`src/rtl/iob_native_split_pkg.sv`:
```
// Shared types and constants for the native-to-IOb bus splitter.
// State encoding is shared with the debug state output of iob_native_bus_split.
package iob_native_split_pkg;

  typedef enum logic [1:0] {
    IDLE   = 2'd0,
    REQ    = 2'd1,
    WAIT_R = 2'd2,
    DONE   = 2'd3
  } state_t;

  // Read data returned on a decode error or a timeout.
  localparam int ERR_RDATA = 0;

endpackage

```
`src/rtl/iob_native_split_timer.sv`:
```
// Saturating transaction timer for iob_native_bus_split.
// expired_o rises once the count reaches all-ones.
module iob_native_split_timer #(
  parameter int TIMEOUT_W = 8
) (
  input  logic clk_i,
  input  logic rst_i,
  input  logic cke_i,
  input  logic clr_i,
  input  logic en_i,
  output logic expired_o
);

  logic [TIMEOUT_W-1:0] cnt_q;

  always_ff @(posedge clk_i) begin
    if (rst_i) begin
      cnt_q <= '0;
    end else if (cke_i) begin
      if (clr_i) begin
        cnt_q <= '0;
      end else if (en_i && !expired_o) begin
        cnt_q <= cnt_q + TIMEOUT_W'(1);
      end
    end
  end

  assign expired_o = &cnt_q;

endmodule

```
`src/rtl/iob_native_bus_split.sv`:
```
// Native (PicoRV32-style) port to one instruction IOb port plus N_DBUS address-decoded data ports.
// Define IOB_NATIVE_SPLIT_TIMEOUT_EN to abort transactions that never complete their handshake.
module iob_native_bus_split #(
  parameter int ADDR_W    = 32,
  parameter int DATA_W    = 32,
  parameter int N_DBUS    = 2,
  parameter int SEL_W     = 1,
  parameter int TIMEOUT_W = 8
) (
  input  logic                           clk_i,
  input  logic                           rst_i,
  input  logic                           cke_i,
  input  logic                           nat_valid_i,
  input  logic                           nat_instr_i,
  input  logic [ADDR_W-1:0]              nat_addr_i,
  input  logic [DATA_W-1:0]              nat_wdata_i,
  input  logic [DATA_W/8-1:0]            nat_wstrb_i,
  output logic [DATA_W-1:0]              nat_rdata_o,
  output logic                           nat_ready_o,
  output logic                           ibus_valid_o,
  output logic [ADDR_W-1:0]              ibus_addr_o,
  input  logic                           ibus_ready_i,
  input  logic                           ibus_rvalid_i,
  input  logic [DATA_W-1:0]              ibus_rdata_i,
  output logic [N_DBUS-1:0]              dbus_valid_o,
  output logic [N_DBUS*ADDR_W-1:0]       dbus_addr_o,
  output logic [N_DBUS*DATA_W-1:0]       dbus_wdata_o,
  output logic [N_DBUS*(DATA_W/8)-1:0]   dbus_wstrb_o,
  input  logic [N_DBUS-1:0]              dbus_ready_i,
  input  logic [N_DBUS-1:0]              dbus_rvalid_i,
  input  logic [N_DBUS*DATA_W-1:0]       dbus_rdata_i,
  output logic                           error_o,
  output logic [1:0]                     dbg_state_o
);

  import iob_native_split_pkg::*;

  localparam int STRB_W = DATA_W / 8;

  // Handshake: a target's valid rises the cycle after the native request is
  // accepted and falls the cycle after its ready is sampled high; ready is only
  // looked at in REQ and rvalid only in WAIT_R, and only on the latched target.

  state_t                state_q;
  logic [ADDR_W-1:0]     addr_q;
  logic [DATA_W-1:0]     wdata_q;
  logic [STRB_W-1:0]     wstrb_q;
  logic                  tgt_ibus_q;
  logic [SEL_W-1:0]      tgt_sel_q;
  logic [DATA_W-1:0]     rdata_q;
  logic                  nat_ready_q;
  logic                  error_q;
  logic                  ibus_valid_q;
  logic [N_DBUS-1:0]     dbus_valid_q;

  logic [SEL_W-1:0]      sel_in;
  logic                  dec_err;
  logic [N_DBUS-1:0]     sel_hot;
  logic                  tgt_ready;
  logic                  tgt_rvalid;
  logic [DATA_W-1:0]     tgt_rdata;
  logic                  tgt_write;
  logic                  timeout;

  assign sel_in    = nat_addr_i[ADDR_W-1 -: SEL_W];
  assign dec_err   = int'(sel_in) >= N_DBUS;
  assign tgt_write = !tgt_ibus_q && (wstrb_q != '0);

  always_comb begin
    sel_hot = '0;
    for (int i = 0; i < N_DBUS; i++) begin
      if (int'(sel_in) == i) sel_hot[i] = 1'b1;
    end
  end

  // Only the latched target's handshake signals reach the FSM.
  always_comb begin
    tgt_ready  = 1'b0;
    tgt_rvalid = 1'b0;
    tgt_rdata  = '0;
    if (tgt_ibus_q) begin
      tgt_ready  = ibus_ready_i;
      tgt_rvalid = ibus_rvalid_i;
      tgt_rdata  = ibus_rdata_i;
    end else begin
      for (int i = 0; i < N_DBUS; i++) begin
        if (int'(tgt_sel_q) == i) begin
          tgt_ready  = dbus_ready_i[i];
          tgt_rvalid = dbus_rvalid_i[i];
          tgt_rdata  = dbus_rdata_i[i*DATA_W +: DATA_W];
        end
      end
    end
  end

`ifdef IOB_NATIVE_SPLIT_TIMEOUT_EN
  iob_native_split_timer #(
    .TIMEOUT_W (TIMEOUT_W)
  ) u_timer (
    .clk_i     (clk_i),
    .rst_i     (rst_i),
    .cke_i     (cke_i),
    .clr_i     ((state_q == IDLE) && nat_valid_i),
    .en_i      ((state_q == REQ) || (state_q == WAIT_R)),
    .expired_o (timeout)
  );
`else
  logic [TIMEOUT_W-1:0] unused_timer_cnt;
  assign unused_timer_cnt = '0;
  assign timeout          = 1'b0;
`endif

  always_ff @(posedge clk_i) begin
    if (rst_i) begin
      state_q      <= IDLE;
      addr_q       <= '0;
      wdata_q      <= '0;
      wstrb_q      <= '0;
      tgt_ibus_q   <= 1'b0;
      tgt_sel_q    <= '0;
      rdata_q      <= '0;
      nat_ready_q  <= 1'b0;
      error_q      <= 1'b0;
      ibus_valid_q <= 1'b0;
      dbus_valid_q <= '0;
    end else if (cke_i) begin
      nat_ready_q <= 1'b0;
      case (state_q)
        IDLE: begin
          if (nat_valid_i) begin
            addr_q     <= nat_addr_i;
            wdata_q    <= nat_wdata_i;
            wstrb_q    <= nat_wstrb_i;
            tgt_ibus_q <= nat_instr_i;
            tgt_sel_q  <= sel_in;
            if (!nat_instr_i && dec_err) begin
              // Unmapped data port: complete immediately without touching any bus.
              state_q     <= DONE;
              nat_ready_q <= 1'b1;
              rdata_q     <= DATA_W'(ERR_RDATA);
              error_q     <= 1'b1;
            end else begin
              state_q      <= REQ;
              ibus_valid_q <= nat_instr_i;
              dbus_valid_q <= nat_instr_i ? '0 : sel_hot;
            end
          end
        end
        REQ: begin
          if (tgt_ready) begin
            ibus_valid_q <= 1'b0;
            dbus_valid_q <= '0;
            if (tgt_write) begin
              state_q     <= DONE;
              nat_ready_q <= 1'b1;
            end else begin
              state_q <= WAIT_R;
            end
          end else if (timeout) begin
            ibus_valid_q <= 1'b0;
            dbus_valid_q <= '0;
            state_q      <= DONE;
            nat_ready_q  <= 1'b1;
            rdata_q      <= DATA_W'(ERR_RDATA);
            error_q      <= 1'b1;
          end
        end
        WAIT_R: begin
          if (tgt_rvalid) begin
            rdata_q     <= tgt_rdata;
            state_q     <= DONE;
            nat_ready_q <= 1'b1;
          end else if (timeout) begin
            state_q     <= DONE;
            nat_ready_q <= 1'b1;
            rdata_q     <= DATA_W'(ERR_RDATA);
            error_q     <= 1'b1;
          end
        end
        DONE:    state_q <= IDLE;
        default: state_q <= IDLE;
      endcase
    end
  end

  assign nat_rdata_o  = rdata_q;
  assign nat_ready_o  = nat_ready_q;
  assign error_o      = error_q;
  assign ibus_valid_o = ibus_valid_q;
  assign ibus_addr_o  = addr_q;
  assign dbus_valid_o = dbus_valid_q;
  assign dbus_addr_o  = {N_DBUS{addr_q}};
  assign dbus_wdata_o = {N_DBUS{wdata_q}};
  assign dbus_wstrb_o = {N_DBUS{wstrb_q}};
  assign dbg_state_o  = state_q;

endmodule

```
`config.mk`:
```
export PLATFORM = sky130hd
export DESIGN_NAME = iob_native_bus_split
export DESIGN_NICKNAME = d
export VERILOG_FILES = /design/src/rtl/iob_native_split_pkg.sv /design/src/rtl/iob_native_split_timer.sv /design/src/rtl/iob_native_bus_split.sv
export SDC_FILE = /design/constraint.sdc
export NUM_CORES = 1
export LEC_CHECK = 0
export BUFFER_PORTS_ARGS = -buffer_cell sky130_fd_sc_hd__buf_2
export CELL_PAD_IN_SITES_DETAIL_PLACEMENT = 1
export CELL_PAD_IN_SITES_GLOBAL_PLACEMENT = 1
export CORE_AREA = 2 2 147 149
export CTS_CLUSTER_SIZE = 25
export DETAILED_ROUTE_END_ITERATION = 7
export DIE_AREA = 0 0 149 151
export HOLD_SLACK_MARGIN = 0.02
export PLACE_DENSITY_LB_ADDON = 0.1
export SYNTH_ARGS = -nofsm -noshare
export SYNTH_HDL_FRONTEND = slang
export SYNTH_SLANG_ARGS = --single-unit
```
`constraint.sdc`:
```
create_clock -name clk_i -period 3 [get_ports clk_i]
set_input_delay 0.45 -clock clk_i [delete_from_list [all_inputs] [get_ports clk_i]]
set_output_delay 0.45 -clock clk_i [all_outputs]
set_load 0.005 [all_outputs]
```
**Yosys cells after proc, flatten, opt, wreduce, memory -nomap -nowiden**

Cells that the tools add are included.

- Muxes and demuxes: 24
- Equal/unequal tests: 6
- Reduce and logical (&&, ||, !) cells: 9

Operators by type and width:

| operator | number |
|---|---|
| two-way mux 32 bit | 2 |
| two-way mux 1 bit | 12 |
| two-way mux 2 bit | 6 |
| case mux 2 bit (4 select lines) | 1 |
| AND reduction 4 bit | 2 |
| inequality test 2 bit, second input constant | 3 |
| AND reduction 3 bit | 2 |
| equality test 2 bit, second input constant | 2 |
| case mux 1 bit (2 select lines) | 2 |
| case mux 2 bit (2 select lines) | 1 |
| nonzero test 4 bit | 1 |
| equality test 2 x 1 -> 1 bit, second input constant | 1 |
| logical NOT 2 bit | 1 |
| nonzero test 2 bit | 1 |
| logical AND 1 bit | 1 |
| logical NOT 1 bit | 1 |

- Bits in registers: 108
- Output and inout bits: 207

**Logic depth before layout (Yosys ltp)**

- Depth in word-level cells: 5
- Mapped depth: 8
- Gate-level depth less buffers: 6

**Worst setup path after synthesis**

No wires, ideal clock.

- Path type: reg2reg
- From: register state_q[0], in the netlist dbg_state_o[0]
- To: register dbus_valid_q[1], in the netlist dbus_valid_o[1]
- Path slack: 1.248 ns
- Data required time: 2.930 ns
- Cell stages (with the launch flop): 7
- Arrival: 1.681 ns
- Path buffers: 0
- Path through: dfxtp_1 > inv_1 > ha_1 > mux2_2 > o2111ai_2 > or4b_1 > a21oi_1

- Cells in the longest elaborated chain, start to end: 3
- Elaborated cells on any way between the ends: 7
- Those cells by class: eq/ne (3); mux (1); reduce/logical (3)

Ends and longest elaborated chain:

| element | line | source |
|---|---|---|
| start: declaration | iob_native_bus_split.sv:44 | `state_t state_q;` |
| start signal: assignment | iob_native_bus_split.sv:115 | `state_q <= IDLE;` |
| start signal: assignment | iob_native_bus_split.sv:138 | `state_q <= DONE;` |
| start signal: assignment | iob_native_bus_split.sv:143 | `state_q <= REQ;` |
| equality test 2 x 1 -> 1 bit / logical NOT 2 bit (equally long branches) | iob_native_bus_split.sv:128 | `case (state_q)` |
| inequality test 2 bit (no line) / nonzero test 2 bit (equally long branches) | n/a |  |
| AND reduction 4 bit (no line) | n/a |  |
| end signal: assignment | iob_native_bus_split.sv:145 | `dbus_valid_q <= nat_instr_i ? '0 : sel_hot;` |
| end: declaration | iob_native_bus_split.sv:54 | `logic [N_DBUS-1:0] dbus_valid_q;` |

Several ways; a longest one is shown, not always the timed one.
A chain may end at the register's enable or synchronous reset.

**Worst setup path in the final report**

- From: register state_q[1], in the netlist dbg_state_o[1]
- To: register dbus_valid_q[1], in the netlist dbus_valid_o[1]

The elaborated chain is that of the path after synthesis.

==> summary.txt <==
Setup path
  – Reg2reg setup slack: between 1 and 1.5 ns
  – Slowest-stage cell, CP: or4b_1
  – CP peak stage delay: ~0.50 ns
  – CP arrival: 2.20 ns
  – Critical path required time: 3.27 ns
  – WS Path Type: flop to flop
  – CP Max Fanout: 6
  – Capturing element type of the critical path: flop
  – CP cell instances: inv_1 > ha_1 > mux2_2 > o2111ai_2 > or4b_1 > a21oi_1
  – Critical Path Source Type: flop

Clock tree
  – CTS sink count: 107
  – Postcts setup bufs: 0
  – Clk_lat worst skew: 0.35 ns
  – Cts repair resizes: 0
  – CTS tree: yes
  – Clock Tree Buf Depth: 2
  – CTS root buffer: clkbuf_16
  – CTS buffer count: 9
  – Clk slew on worst S/H paths: about 0.080 ns
  – CTS H-tree lvls: 3
  – Hold buffers post-CTS: 0

Placed design
  – Setup WS pre-CTS: roughly 1.0 ns
  – Gp weighted congestion: between 0.6 and 0.7
  – Post-DP HPWL: roughly 14000 um
  – I/O Buffers: 380

Final layout
  – Fin nets: 1129
  – Multi-input gate area: 2207 um2
  – Final Util: 0.3366
  – Layout area overhead: 31.81%
  – Fillers: 2656
  – Layout cells sized above 1: 0.4362
  – Reg area: ~2100 um2

Global routing
  – Gr usage total: 0.1586
  – First-pass GRT wire length: roughly 28000 um
  – Met3 usage: 0.05090
  – Met2 GRT Util: 0.2795
  – Vias in the first global route: 5063
  – Largest net degree at the start of global routing: 70
  – Remaining global-route overflow: 0
  – M1 GR Usage: 0.1814
  – Initial antenna violation count: 3
  – Most Crowded Layer GR: met2

Pwr
  – Clock power share: 0.362
  – Sw power: 919.7 uW
  – Sequential Power Share: 0.463
  – Switch share: 0.2754
  – Max VDD drop: 0.1987 mV
  – Combinational fraction of design power: 0.174
  – P_int: 2420 uW
  – Leak: 0.003396 uW
  – Power Density: 476.4 nW/um2

Routing
  – Vias: around 5300
  – Routed WL: roughly 19000 um
  – Routed WL per cell: 15.07 um
  – # DRC: 0
  – Pre-antenna DRT Iters: 4
  – Final ANT Viol Nets: 0
  – Via density per instance: 4.280
  – Initial drt markers: 129

Floorplanning
  – Die X: 149 um
  – # IOs: 382
  – Total core area: between 20000 and 25000 um2
  – Die height: 151 um
  – DIE AREA: 22500 um2
  – Row Count: 53
  – Starting Density: 0.2554

Synthesis
  – Net count after synthesis: just under 900
  – Post-Syn Area: 5318 um2
  – Sequential fraction of the synthesis area: 0.4028
  – Register bit count reported by yosys: 107
  – Library cells used by synthesis: 35
  – Synth warn: 0
  – Post-Synthesis Cells: 699
  – Mean Syn Cell Area: between 7 and 8 um2

STA
  – Min cycle time layout: 1.928 ns
  – Max Fclk: 518.6 MHz
  – RSZ-0062 raised after global routing: false
  – Slew Limit Fails: 0
  – Part of the cycle the worst path needs: 0.6428
  – Hold Slack: 0.3295 ns
  – Final Hold Vio Count: 0
  – # setup viols final: 0
  – Layout Skew: about 0.011 ns
  – Setup slack after layout: 1.072 ns
  – Setup_tns: 0 ns

Run
  – Max cap viols: 0

Hold path
  – Min-delay worst type: input port to flop

Run status
  – Status: finished clean
## per-stage QoR
step / std cells / instance area [um2] / power (uW)
floorplan: 699 / 5318 / 1946
global route: 1232 / 7004 / 3552
global placement: 1215 / 6708 / 2182
detailed placement: 1215 / 6708 / 2185
finish: 1234 / 7009 / 3339
CTS: 1231 / 7002 / 3426
## worst paths after layout
| check | end | cells after the start | startpoint |
|---|---|---|---|
| setup / recovery | dbus_valid_o[1] | 6 | dbg_state_o[1] |
| hold / removal | wdata_q[8] | 3 | nat_wdata_i[8] |
| setup reg to reg | dbus_valid_o[1] | 6 | dbg_state_o[1] |
| hold reg to reg | dbus_valid_o[1] | 2 | dbus_valid_o[1] |
## registers in the layout, indices dropped and copies added, names as in the netlist
| register | flops |
|---|---|
| nat_rdata_o | 32 |
| nat_ready_o | 1 |
| tgt_ibus_q | 1 |
| wdata_q | 32 |
| dbus_valid_o | 2 |
| wstrb_q | 4 |
| ibus_valid_o | 1 |
| dbg_state_o | 2 |
| ibus_addr_o | 32 |
## per-layer routing
metal,vias up,share of wire
met2,222,0.50
met1,2355,0.40
met3,19,0.090
met4,2,0.016
li1,2683,-
met5,-,0.00086
## power groups by stage
stage | sequential [uW] | clock (uW) | combinational [uW]
3_3_place_gp | 1580 | 0 | 600
2_1_floorplan | 1570 | 0 | 376
4_1_cts | 1550 | 1270 | 600
6_report | 1550 | 1210 | 582
3_5_place_dp | 1590 | 0 | 600
5_1_grt | 1560 | 1330 | 664
## cell type report
class                      instances  area share
tap                              275     0.04909
clock buffer                      11     0.03320
clock inverter                     5    0.008747
antenna                            3    0.001071
inverter                           4    0.002142
timing repair buffer             389      0.2849
sequential                       107      0.3060
multi-input combinational        440      0.3149
## cell families after synthesis
logic type	share of synthesized area
multiplexers	0.06800
other	0.0007052
flip-flops	0.4028
AND/OR/NAND/NOR	0.1878
buffers and inverters	0.1833
adder cells (fa/ha/maj)	0.007060
AO/OA/AOI/OAI	0.1504
## cells in the final DEF (no fill, tap or decap), types with 2 or more instances in the layout
| master | netlist | layout |
|---|---|---|
| inv_1 | 4 | 4 |
| buf_12 | 0 | 2 |
| o21ai_0 | 33 | 33 |
| clkbuf_16 | 0 | 9 |
| buf_2 | 11 | 379 |
| or3b_2 | 2 | 2 |
| dfxtp_2 | 0 | 2 |
| mux2_4 | 2 | 2 |
| inv_6 | 0 | 2 |
| clkbuf_1 | 32 | 2 |
| a2bb2oi_1 | 2 | 2 |
| a21oi_1 | 105 | 105 |
| ha_1 | 3 | 3 |
| buf_4 | 102 | 8 |
| mux2i_1 | 32 | 32 |
| dfxtp_1 | 107 | 105 |
| nand2_1 | 238 | 238 |
| nand2b_1 | 2 | 2 |
| o2111ai_2 | 2 | 2 |
| diode_2 | 0 | 3 |
## synth_stat cells
master     number  area (um2)
or4_1           1       7.510
nand2_1       238       893.4
ha_1            3       37.54
a31o_2          1       8.760
o21ai_0        33       165.2
conb_1          1       3.750
a221oi_2        1       15.01
mux2i_1        32       320.3
nor4_1          1       6.260
o31ai_1         1       7.510
buf_2          11       55.05
a21oi_1       105       525.5
clkbuf_1       32       120.1
nor2_1          1       3.750
nand3b_1        1       7.510
o2111ai_2       2       30.03
nor3_1          1       5.000
nand2b_1        2       12.51
or3_4           1       11.26
buf_4         102       765.7
mux2_4          2       30.03
or4b_1          1       10.01
buf_1           2       7.510
nand3_1         1       5.000
and3_1          2       12.51
mux2_2          1       11.26
or3b_2          2       17.52
o2111a_1        1       11.26
o2111ai_1       1       8.760
buf_6           1       11.26
inv_1           4       15.01
nand4_1         1       6.260
a2bb2oi_1       2       17.52
dfxtp_1       107        2142
o211a_1         1       10.01
## critical path: cells and delay by family (launching register included)
kind / cells / cell delay (ns)
multiplexers: 1 / 0.26
adder cells (fa/ha/maj): 1 / 0.28
AND/OR/NAND/NOR: 1 / 0.50
buffers and inverters: 1 / 0.11
AO/OA/AOI/OAI: 2 / 0.31
flip-flops: 1 / 0.40
Note: power is estimated with default switching activity, not from simulation.
